$ cat config.mk
export PLATFORM = sky130hd
export DESIGN_NAME = button_shaper_array
export DESIGN_NICKNAME = d
export VERILOG_FILES = /design/src/rtl/button_shaper_array.sv
export SDC_FILE = /design/constraint.sdc
export NUM_CORES = 1
export LEC_CHECK = 0
export CORE_ASPECT_RATIO = 2
export CORE_MARGIN = 4
export CORE_UTILIZATION = 55
export DETAILED_ROUTE_END_ITERATION = 8
export HOLD_SLACK_MARGIN = 0.08
export PLACE_DENSITY = 0.85
export SLEW_MARGIN = 20
export SYNTH_ARGS = -nofsm -noshare
export SYNTH_HDL_FRONTEND = slang
export SYNTH_SLANG_ARGS = --single-unit
$ cat constraint.sdc
create_clock -name Clock -period 4.9 [get_ports Clock]
set_clock_uncertainty 0.15 [all_clocks]
set_input_delay 0.98 -clock Clock [delete_from_list [all_inputs] [get_ports Clock]]
set_output_delay 0.98 -clock Clock [all_outputs]
set_load 0.05 [all_outputs]
$ cat src/rtl/button_shaper_array.sv
// Per-channel debounce, single-pulse and auto-repeat shaping for active-low buttons.
// Each channel is an independent five-state FSM with its own counters.
module button_shaper_array #(
    parameter int N             = 4,
    parameter int DEB_CYCLES    = 16,
    parameter int REPEAT_DELAY  = 500,
    parameter int REPEAT_PERIOD = 100
) (
    input  logic         Clock,
    input  logic         Reset,
    input  logic [N-1:0] Bin,
    input  logic [N-1:0] RepeatEn,
    output logic [N-1:0] Bout,
    output logic [N-1:0] Held,
    output logic         AnyPulse
);

    localparam int HMAX = (REPEAT_DELAY > REPEAT_PERIOD) ? REPEAT_DELAY : REPEAT_PERIOD;
    localparam int DW   = $clog2(DEB_CYCLES);
    localparam int HW   = $clog2(HMAX + 1);

    localparam logic [DW-1:0] DEB_LAST  = DW'(DEB_CYCLES - 1);
    localparam logic [HW:0]   DELAY_M1  = (HW+1)'(REPEAT_DELAY - 1);
    localparam logic [HW:0]   PERIOD_M1 = (HW+1)'(REPEAT_PERIOD - 1);

    typedef enum logic [2:0] {
        IDLE,
        PRESS_DB,
        PULSE,
        HELD,
        REL_DB
    } state_t;

    for (genvar i = 0; i < N; i++) begin : g_ch
        state_t        state, state_nx;
        logic [DW-1:0] deb, deb_nx;
        logic [HW-1:0] hold, hold_nx;
        logic          rep, rep_nx;
        logic [HW:0]   hold_inc;
        logic [HW:0]   thr_m1;

        always_ff @(posedge Clock) begin
            if (Reset) begin
                state <= IDLE;
                deb   <= '0;
                hold  <= '0;
                rep   <= 1'b0;
            end else begin
                state <= state_nx;
                deb   <= deb_nx;
                hold  <= hold_nx;
                rep   <= rep_nx;
            end
        end

        // Compare one ahead so a repeat lands exactly threshold cycles after the previous pulse
        assign hold_inc = {1'b0, hold} + (HW+1)'(1);
        assign thr_m1   = rep ? PERIOD_M1 : DELAY_M1;

        always_comb begin
            state_nx = state;
            deb_nx   = deb;
            hold_nx  = hold;
            rep_nx   = rep;
            unique case (state)
                IDLE: begin
                    if (!Bin[i]) begin
                        state_nx = PRESS_DB;
                        deb_nx   = '0;
                    end
                end
                PRESS_DB: begin
                    if (Bin[i]) begin
                        state_nx = IDLE;
                    end else if (deb == DEB_LAST) begin
                        state_nx = PULSE;
                    end else begin
                        deb_nx = deb + DW'(1);
                    end
                end
                PULSE: begin
                    state_nx = HELD;
                    hold_nx  = '0;
                end
                HELD: begin
                    if (Bin[i]) begin
                        state_nx = REL_DB;
                        deb_nx   = '0;
                    end else if (RepeatEn[i] && (hold_inc >= thr_m1)) begin
                        state_nx = PULSE;
                        rep_nx   = 1'b1;
                    end else if (~&hold) begin
                        hold_nx = hold + HW'(1);
                    end
                end
                REL_DB: begin
                    if (!Bin[i]) begin
                        state_nx = HELD;
                        hold_nx  = '0;
                    end else if (deb == DEB_LAST) begin
                        state_nx = IDLE;
                        rep_nx   = 1'b0;
                    end else begin
                        deb_nx = deb + DW'(1);
                    end
                end
                default: state_nx = IDLE;
            endcase
        end

        assign Bout[i] = (state == PULSE);
        assign Held[i] = (state == HELD) || (state == REL_DB);
    end

    assign AnyPulse = |Bout;

endmodule

==> results by group, run 1 <==
Status
  – Status: completed

Route
  – Mean number of vias per cell: roughly 6.3
  – Initial DRC Count: ~200
  – Final ANT Viol Nets: 0
  – Detailed Routing Iterations Pass 1: 4
  – Drt wl/cell: roughly 15 um
  – Detailed-route DRC error count: 0
  – Vias post-DR: 4,671
  – Routed WL: between 10,000 and 15,000 um

Finish
  – Final layout net count: a little under 700
  – Layout cell share with drive strength beyond 1: between 7 and 8%
  – Area grow syn2layout: 10.0%
  – Footprint of the multi-input gates: between 3000 and 4000 sq um
  – Register area: around 1400 sq um
  – ANT cells: 0
  – Fill count: between 700 and 800

Worst setup path
  – CP dominant cell by count: nor2b_1
  – Crit path cell chain: nor2b_1 -> nor2b_1 -> or4_1 -> clkdlybuf4s50_1
  – Crit path launch: g_ch[2].state[1]$_SDFFE_PP0P_
  – Worst Setup End Kind: primary output
  – CP max-delay cell: clkdlybuf4s50_1
  – Reg-to-reg critical path endpoint: g_ch[2].hold[4]$_SDFFE_PP0P_
  – FF-to-FF Start: g_ch[2].hold[0]$_SDFFE_PP0P_
  – Reg2Reg Setup Slack: between 1 and 1.5 ns
  – WP buf/inv: 1
  – CP Launch Type: register
  – WP data required: between 3 and 4 ns
  – Crit Path Category: reg -> out
  – Slowest stage delay, CP: ~0.8 ns
  – Crit path to: AnyPulse
  – R2r worst-path depth: 12
  – Max Fanout on Critical Path: 11
  – CP delay by family, top: simple AND/OR/NAND/NOR gates
  – CP arrival: approximately 2.5 ns
  – WP depth: 4

Timing
  – Worst slew margin: between 40 and 50%
  – Fin Hold WS: around 0.33 ns
  – Tmin final: ~3.6 ns
  – Max-slew violations: 0
  – Final setup margin: ~1.3 ns
  – Final hold viol count: 0
  – RSZ-0062 raised after global routing: false
  – FMAX: around 280 MHz
  – Final setup vio count: 0
  – Least-Margin Pin Slew: 0.827 ns
  – Setup TNS: 0 ns
  – Final period utilization: 73.8%

Clocking
  – Clock Sinks: 68
  – Post-CTS sizing: 0
  – CTS Root Cell: clkbuf_16
  – Post-CTS setup buffers: 0
  – # hold bufs at CTS: 0
  – Worst-Skew Late Latency: about 0.33 ns
  – CTS tree: built
  – Clock transition at the registers of the reported paths: about 0.05 ns
  – Clock buffer depth: 2
  – CTS HTree Levels: 3
  – Total CTS buffers: 9

Global route
  – First-pass GRT wire length: ~20,000 um
  – Global route overflow: 0
  – Largest net degree at the start of global routing: 50
  – Vias in the first global route: roughly 4,700
  – Initial antenna violation count: 0
  – GRT Resource Usage Total: between 20% and 30%

Floorplanning
  – IO Pins: 19
  – Total core area: around 8400 sq um
  – Initial Utilization: ~57%
  – Die Y: approximately 140 um
  – Die ar.: between 10,000 and 15,000 sq um
  – Cell Rows: between 40 and 50
  – DIE WIDTH: between 70 and 80 um

Placed design
  – Place WS: ~1.4 ns
  – Routability congestion estimate: 0.910
  – Port bufs: 18
  – Final HPWL from detailed placement: ~8500 um

Synth
  – Mean Syn Cell Area: approximately 7.5 sq um
  – Post-synth top flop: dfxtp_1
  – Yosys reg bits: just under 70
  – Post-synthesis cell type count: 66
  – Post-synthesis sequential area ratio: 28.6%
  – Syn Inst Count: around 640
  – YS warnings: 0
  – Synth Cell Area: 4760 sq um
  – Post-synth EDFFs: 0
  – Asr flop ratio synth: 0%
  – Net Count, Synth: about 680

Flow run
  – Max Cap Viol: 0

Power and ir drop
  – Worst vdd ir: 0.229 mV
  – Cell Pwr Density: between 200 and 250 nW/um^2
  – Leakage power: between 1.5 and 2 nW
  – Final Power: approximately 0.0013 W

Min path
  – HP Class: reg -> reg
routing by layer:
metal	vias up	GRT usage, %	wire (um)
met4	0	11.7	364
li1	2293	-	-
met5	-	0	0
met2	82	44.4	6420
met1	2263	22.9	4300
met3	33	5.05	309
kinds of logic after synthesis:
kind of cell             synth area share, %
AO/OA/AOI/OAI                           22.9
XOR/XNOR                                2.58
adder cells (fa/ha/maj)                 7.36
buffers and inverters                   4.52
flip-flops                              28.6
multiplexers                            1.97
AND/OR/NAND/NOR                         32.0
cell type report:
| type | instances | area share (%) |
|---|---|---|
| Multi-Input combinational cell | 516 | 60.8 |
| Tap cell | 98 | 2.34 |
| Clock buffer | 11 | 4.83 |
| Timing Repair Buffer | 21 | 3.78 |
| Clock inverter | 4 | 0.932 |
| Inverter | 19 | 1.36 |
| Sequential cell | 68 | 26.0 |
synth_stat cells, types with 2 or more instances:
cell type	number	area, sq um
a21o_1	2	15.0
a21oi_1	50	250
a221o_1	2	20.0
a22oi_1	4	30.0
a2bb2oi_1	3	26.3
a31o_2	3	26.3
a31oi_1	6	37.5
a32oi_1	5	43.8
and2_0	3	18.8
and2_1	4	25.0
and3_1	6	37.5
and4_1	2	17.5
buf_2	4	20.0
clkbuf_1	28	105
dfxtp_1	68	1360
ha_1	28	350
inv_1	19	71.3
mux2_2	2	22.5
mux2i_1	6	60.1
nand2_1	68	255
nand2b_1	11	68.8
nand3_1	28	140
nand3b_1	8	60.1
nand4_1	13	81.3
nor2_1	75	282
nor2b_1	20	125
nor3_1	4	20.0
nor3b_1	11	82.6
o21a_1	3	22.5
o21ai_0	49	245
o21bai_1	6	45.0
o22ai_1	6	37.5
o311ai_1	2	17.5
o31a_1	6	52.6
o31ai_1	7	52.6
o32ai_1	3	26.3
o32ai_2	2	32.5
o41ai_1	2	17.5
or2_2	7	43.8
or3_1	12	75.1
or3_2	5	37.5
or4_1	8	60.1
xnor2_1	9	78.8
xor2_1	5	43.8
worst min-delay path by stage:
stage	depth (start not counted)	end	from	slack (ns)
2_1_floorplan	2	g_ch[0].hold[8]$_SDFFE_PP0P_	g_ch[0].hold[8]$_SDFFE_PP0P_	0.30
3_3_place_gp	2	g_ch[3].hold[6]$_SDFFE_PP0P_	g_ch[3].hold[6]$_SDFFE_PP0P_	0.31
6_report	2	g_ch[0].hold[8]$_SDFFE_PP0P_	g_ch[0].hold[8]$_SDFFE_PP0P_	0.33
4_1_cts	2	g_ch[2].hold[8]$_SDFFE_PP0P_	g_ch[2].hold[8]$_SDFFE_PP0P_	0.33
3_5_place_dp	2	g_ch[2].hold[8]$_SDFFE_PP0P_	g_ch[2].hold[8]$_SDFFE_PP0P_	0.32
5_1_grt	2	g_ch[2].hold[8]$_SDFFE_PP0P_	g_ch[2].hold[8]$_SDFFE_PP0P_	0.35
sequential cells by signal (all words and copies together), names as in the netlist:
name        flops
g_ch.deb       16
g_ch.hold      36
g_ch.rep        4
g_ch.state     12
cells in the final DEF, fill, tap and decap left out, drive strengths merged, types with 4 or more instances in the layout:
| cell | n |
|---|---|
| dfxtp | 68 |
| or3 | 17 |
| nand4 | 13 |
| or4 | 9 |
| a32oi | 5 |
| nor3b | 11 |
| o21bai | 6 |
| and2 | 7 |
| nor2 | 75 |
| nor3 | 4 |
| inv | 19 |
| ha | 28 |
| nand2 | 68 |
| a22oi | 4 |
| and3 | 6 |
| xor2 | 5 |
| nand3 | 30 |
| o31a | 6 |
| clkdlybuf4s50 | 17 |
| o21ai | 49 |
| xnor2 | 9 |
| nand3b | 8 |
| o31ai | 8 |
| mux2i | 6 |
| o32ai | 5 |
| o22ai | 6 |
| clkbuf | 11 |
| a21oi | 50 |
| a31oi | 6 |
| nand2b | 11 |
| nor2b | 20 |
| buf | 4 |
| or2 | 8 |
worst register-to-register path, cell delays in order (launching register included):
cell and delay, ns:
dfxtp_1 0.46, ha_1 0.28, nand4_1 0.21, nor2_1 0.19, and3_1 0.17, ha_1 0.25, ha_1 0.32, nand3_1 0.08
a21oi_1 0.13, a22oi_1 0.13, o211ai_1 0.70, mux2i_1 0.25, nor2b_1 0.14
per-stage QoR:
step | util (%) | cells | cell area, sq um
2_1_floorplan | - | 637 | 4760
3_3_place_gp | 59.1 | 722 | 4930
3_5_place_dp | 59.1 | 722 | 4930
4_1_cts | 62.7 | 737 | 5240
5_1_grt | 62.7 | 737 | 5240
6_report | 62.7 | 737 | 5240
report_power, final:
group / leakage (nW) / total, W / internal [W] / switching, W
Combinational: 1.20 / 0.0000626 / 0.0000249 / 0.0000377
Sequential: 0.549 / 0.000569 / 0.000559 / 0.0000101
Clock: 0.151 / 0.000650 / 0.000417 / 0.000233
No activity file was read; power rests on OpenSTA's default activity.
==> run 2: changes to the inputs <==
==> constraint.sdc (replaced) <==
create_clock -name Clock -period 3.5 [get_ports Clock]
set_clock_uncertainty 0.15 [all_clocks]
set_input_delay 0.7 -clock Clock [delete_from_list [all_inputs] [get_ports Clock]]
set_output_delay 0.7 -clock Clock [all_outputs]
set_load 0.05 [all_outputs]
==> run 2 against run 1 <==
Effect of this change: worst setup slack lost 1.1 ns; worst hold slack lost 0.0053 ns; global-route usage increased by 0.66 points; power is 45% higher; clock power grew 49%; die area unchanged; register-to-register slack worse by 1.2 ns; critical path type unchanged; critical endpoint unchanged; largest power group unchanged.
==> results by group, run 2 (same netlist as run 1, synthesis figures left out) <==
Status
  – Status: completed

Placed design
  – Port bufs: 18 (unchanged)
  – Final HPWL from detailed placement: 8540 um (+1.0%)
  – Place WS: 0.0454 ns (-1.31 ns)
  – Dpl cells: 730 (+1.1%)
  – Routability congestion estimate: 0.879 (-3.4%)
  – Area post-placement: 4990 sq um (+1.2%)

Route
  – Mean number of vias per cell: 6.30 (-0.61%)
  – Detailed-route DRC error count: 0 (unchanged)
  – Routed WL: 11,800 um (+3.1%)
  – Vias post-DR: 4,712 (+0.88%)
  – Metal2 WL: 6660 um (+3.8%)
  – Drt wl/cell: 15.7 um (+1.6%)
  – Detailed Routing Iterations Pass 1: 7 (+3)
  – Top sig layer: met4
  – Initial DRC Count: 241 (+24%)
  – Wire length on met1: 4360 um (+1.2%)
  – Final ANT Viol Nets: 0 (unchanged)
  – Metal3 WL: 433 um (+40%)

Timing
  – FMAX: about 300 MHz
  – Least-Margin Pin Slew: 0.861 ns (+0.0336 ns)
  – Final setup margin: 0.181 ns (-1.10 ns)
  – Final setup vio count: 0 (unchanged)
  – Worst slew margin: 42.6% (-2.0 points)
  – Tmin final: around 3.3 ns
  – Final period utilization: around 95%
  – Max-slew violations: 0 (unchanged)
  – Final hold viol count: 0 (unchanged)

Power and ir drop
  – Combinational share of power: 4.9% (about the same)
  – Worst vdd ir: 0.252 mV (+10%)
  – Register share of total power: 42.8% (-1.6 points)
  – Sw Share: 21.5% (-0.39 points)
  – Clock power frac: 52.2% (+1.5 points)
  – NetSw: 0.000400 W (+42%)
  – Final Power: 0.00186 W (+45%)
  – Internal Pwr Total: 0.00146 W (+46%)
  – Cell Pwr Density: 347 nW/um^2 (+42%)
  – Leakage power: 1.95 nW (+2.6%)

Global route
  – First-pass GRT wire length: 20,300 um (+1.7%)
  – Initial antenna violation count: 0 (unchanged)
  – Vias in the first global route: 4,591 (-1.5%)
  – Largest net degree at the start of global routing: 45 (-10%)
  – Global route overflow: 0 (unchanged)
  – GRT Resource Usage Total: 24.3% (+0.66 points)

Floorplanning
  – Total core area: 8350 sq um (unchanged)
  – Initial Utilization: 57.0% (unchanged)
  – Die ar.: 10,300 sq um (unchanged)
  – Cell Rows: 47 (unchanged)
  – Die Y: 140 um (unchanged)
  – DIE WIDTH: 73.8 um (unchanged)
  – IO Pins: 19 (unchanged)

Clocking
  – CTS tree: built
  – Clock buffer depth: 2 (unchanged)
  – CTS Root Cell: clkbuf_16
  – CTS HTree Levels: 3 (unchanged)
  – Clock transition at the registers of the reported paths: 0.05 ns (about the same)
  – Total CTS buffers: 9 (unchanged)
  – Clock Sinks: 68 (unchanged)
  – Worst-Skew Late Latency: 0.34 ns (about the same)

Finish
  – Final layout net count: 684 (+1.6%)
  – Top reg by flops: g_ch.hold
  – Commonest non-fill, non-tap cell in the layout: nor2_1
  – Layout cell share with drive strength beyond 1: 9.54% (+2.5 points)
  – Max FFs per register: 36 (unchanged)
  – Most frequent cells in the layout: nor2_1 (75), nand2_1 (68), dfxtp_1 (64)
  – Fill count: 701 (-7.4%)
  – Area grow syn2layout: 12.5%
  – ANT cells: 0 (unchanged)
  – Post-route cell area: 5350 sq um (+2.2%)
  – Final std cells w/o fill: 748 (+1.5%)
  – Largest regs: g_ch.hold (36), g_ch.deb (16), g_ch.state (12)
  – Post-Route Utilization: 64.1% (+1.4 points)

Min path
  – HP Class: reg -> reg

Worst setup path
  – Slowest stage delay, CP: 0.71 ns (-0.09 ns)
  – WP data required: 2.65 ns (-1.12 ns)
  – CP arrival: 2.47 ns (-0.02 ns)
  – Crit Path Category: reg -> out
  – Worst Setup End Kind: primary output
  – Crit path cell chain: and2b_1 -> and2_1 -> or4_1 -> clkdlybuf4s50_1
  – CP delay by family, top: simple AND/OR/NAND/NOR gates
  – WP buf/inv: 1 (unchanged)
  – CP Launch Type: register
  – CP max-delay cell: clkdlybuf4s50_1
  – Max Fanout on Critical Path: 8 (-3)

Flow run
  – Max Cap Viol: 0 (unchanged)
[run 2: power groups by stage]
stage | Sequential [W] | Clock, W | Combinational (W)
after floorplan | 0.000803 | 0 | 0.0000689
after global placement | 0.000811 | 0 | 0.0000868
after detailed placement | 0.000812 | 0 | 0.0000904
after CTS | 0.000795 | 0.000980 | 0.0000911
after global routing | 0.000797 | 0.00102 | 0.000102
final | 0.000796 | 0.000970 | 0.0000918
[run 2: final timing paths]
kind / slack, ns / from / end / depth (start not counted)
min reg2reg: 0.32 / g_ch[3].hold[8]$_SDFFE_PP0P_ / g_ch[3].hold[8]$_SDFFE_PP0P_ / 2
max reg2reg: 0.19 / g_ch[0].hold[0]$_SDFFE_PP0P_ / g_ch[0].hold[1]$_SDFFE_PP0P_ / 13
max: 0.18 / g_ch[3].state[2]$_SDFFE_PP0P_ / AnyPulse / 4
min: 0.32 / g_ch[3].hold[8]$_SDFFE_PP0P_ / g_ch[3].hold[8]$_SDFFE_PP0P_ / 2
[run 2: repair_timing]
item                                    4_1_cts  5_1_grt
buffers inserted                              0        3
endpoints found under the setup margin        0       15
hold buffers                                  0        0
gates resized for setup                       0        7
[run 2: cell type report]
class	count	area (sq um)	share of cell area, %
Clock buffer	11	243	4.54
Clock inverter	4	73.8	1.38
Inverter	19	71.3	1.33
Multi-Input combinational cell	516	3190	59.7
Sequential cell	68	1370	25.5
Tap cell	98	123	2.29
Timing Repair Buffer	32	280	5.24
[run 2: stage by stage]
stage,setup TNS [ns],hold slack [ns]
finish,0,0.324
global route,-0.00813,0.354
CTS,0,0.328
detailed placement,0,0.321
global placement,0,0.309
floorplan,0,0.299
[run 2: worst reg2reg max path, cell delays in order (launching register included)]
cell and delay [ns]:
dfxtp_2 0.38, ha_2 0.24, nand4_1 0.19, nor2_1 0.17, and3_1 0.18, ha_1 0.24, ha_1 0.31, and3_1 0.19
a31oi_1 0.24, o311ai_2 0.16, buf_4 0.19, buf_4 0.14, or3_1 0.32, a21oi_1 0.14
[run 2: per-layer routing]
| layer | global-route usage [%] | up-vias |
|---|---|---|
| met1 | 24.4 | 2252 |
| met3 | 4.98 | 25 |
| met5 | 0 | - |
| met4 | 11.6 | 0 |
| li1 | - | 2321 |
| met2 | 45.2 | 114 |
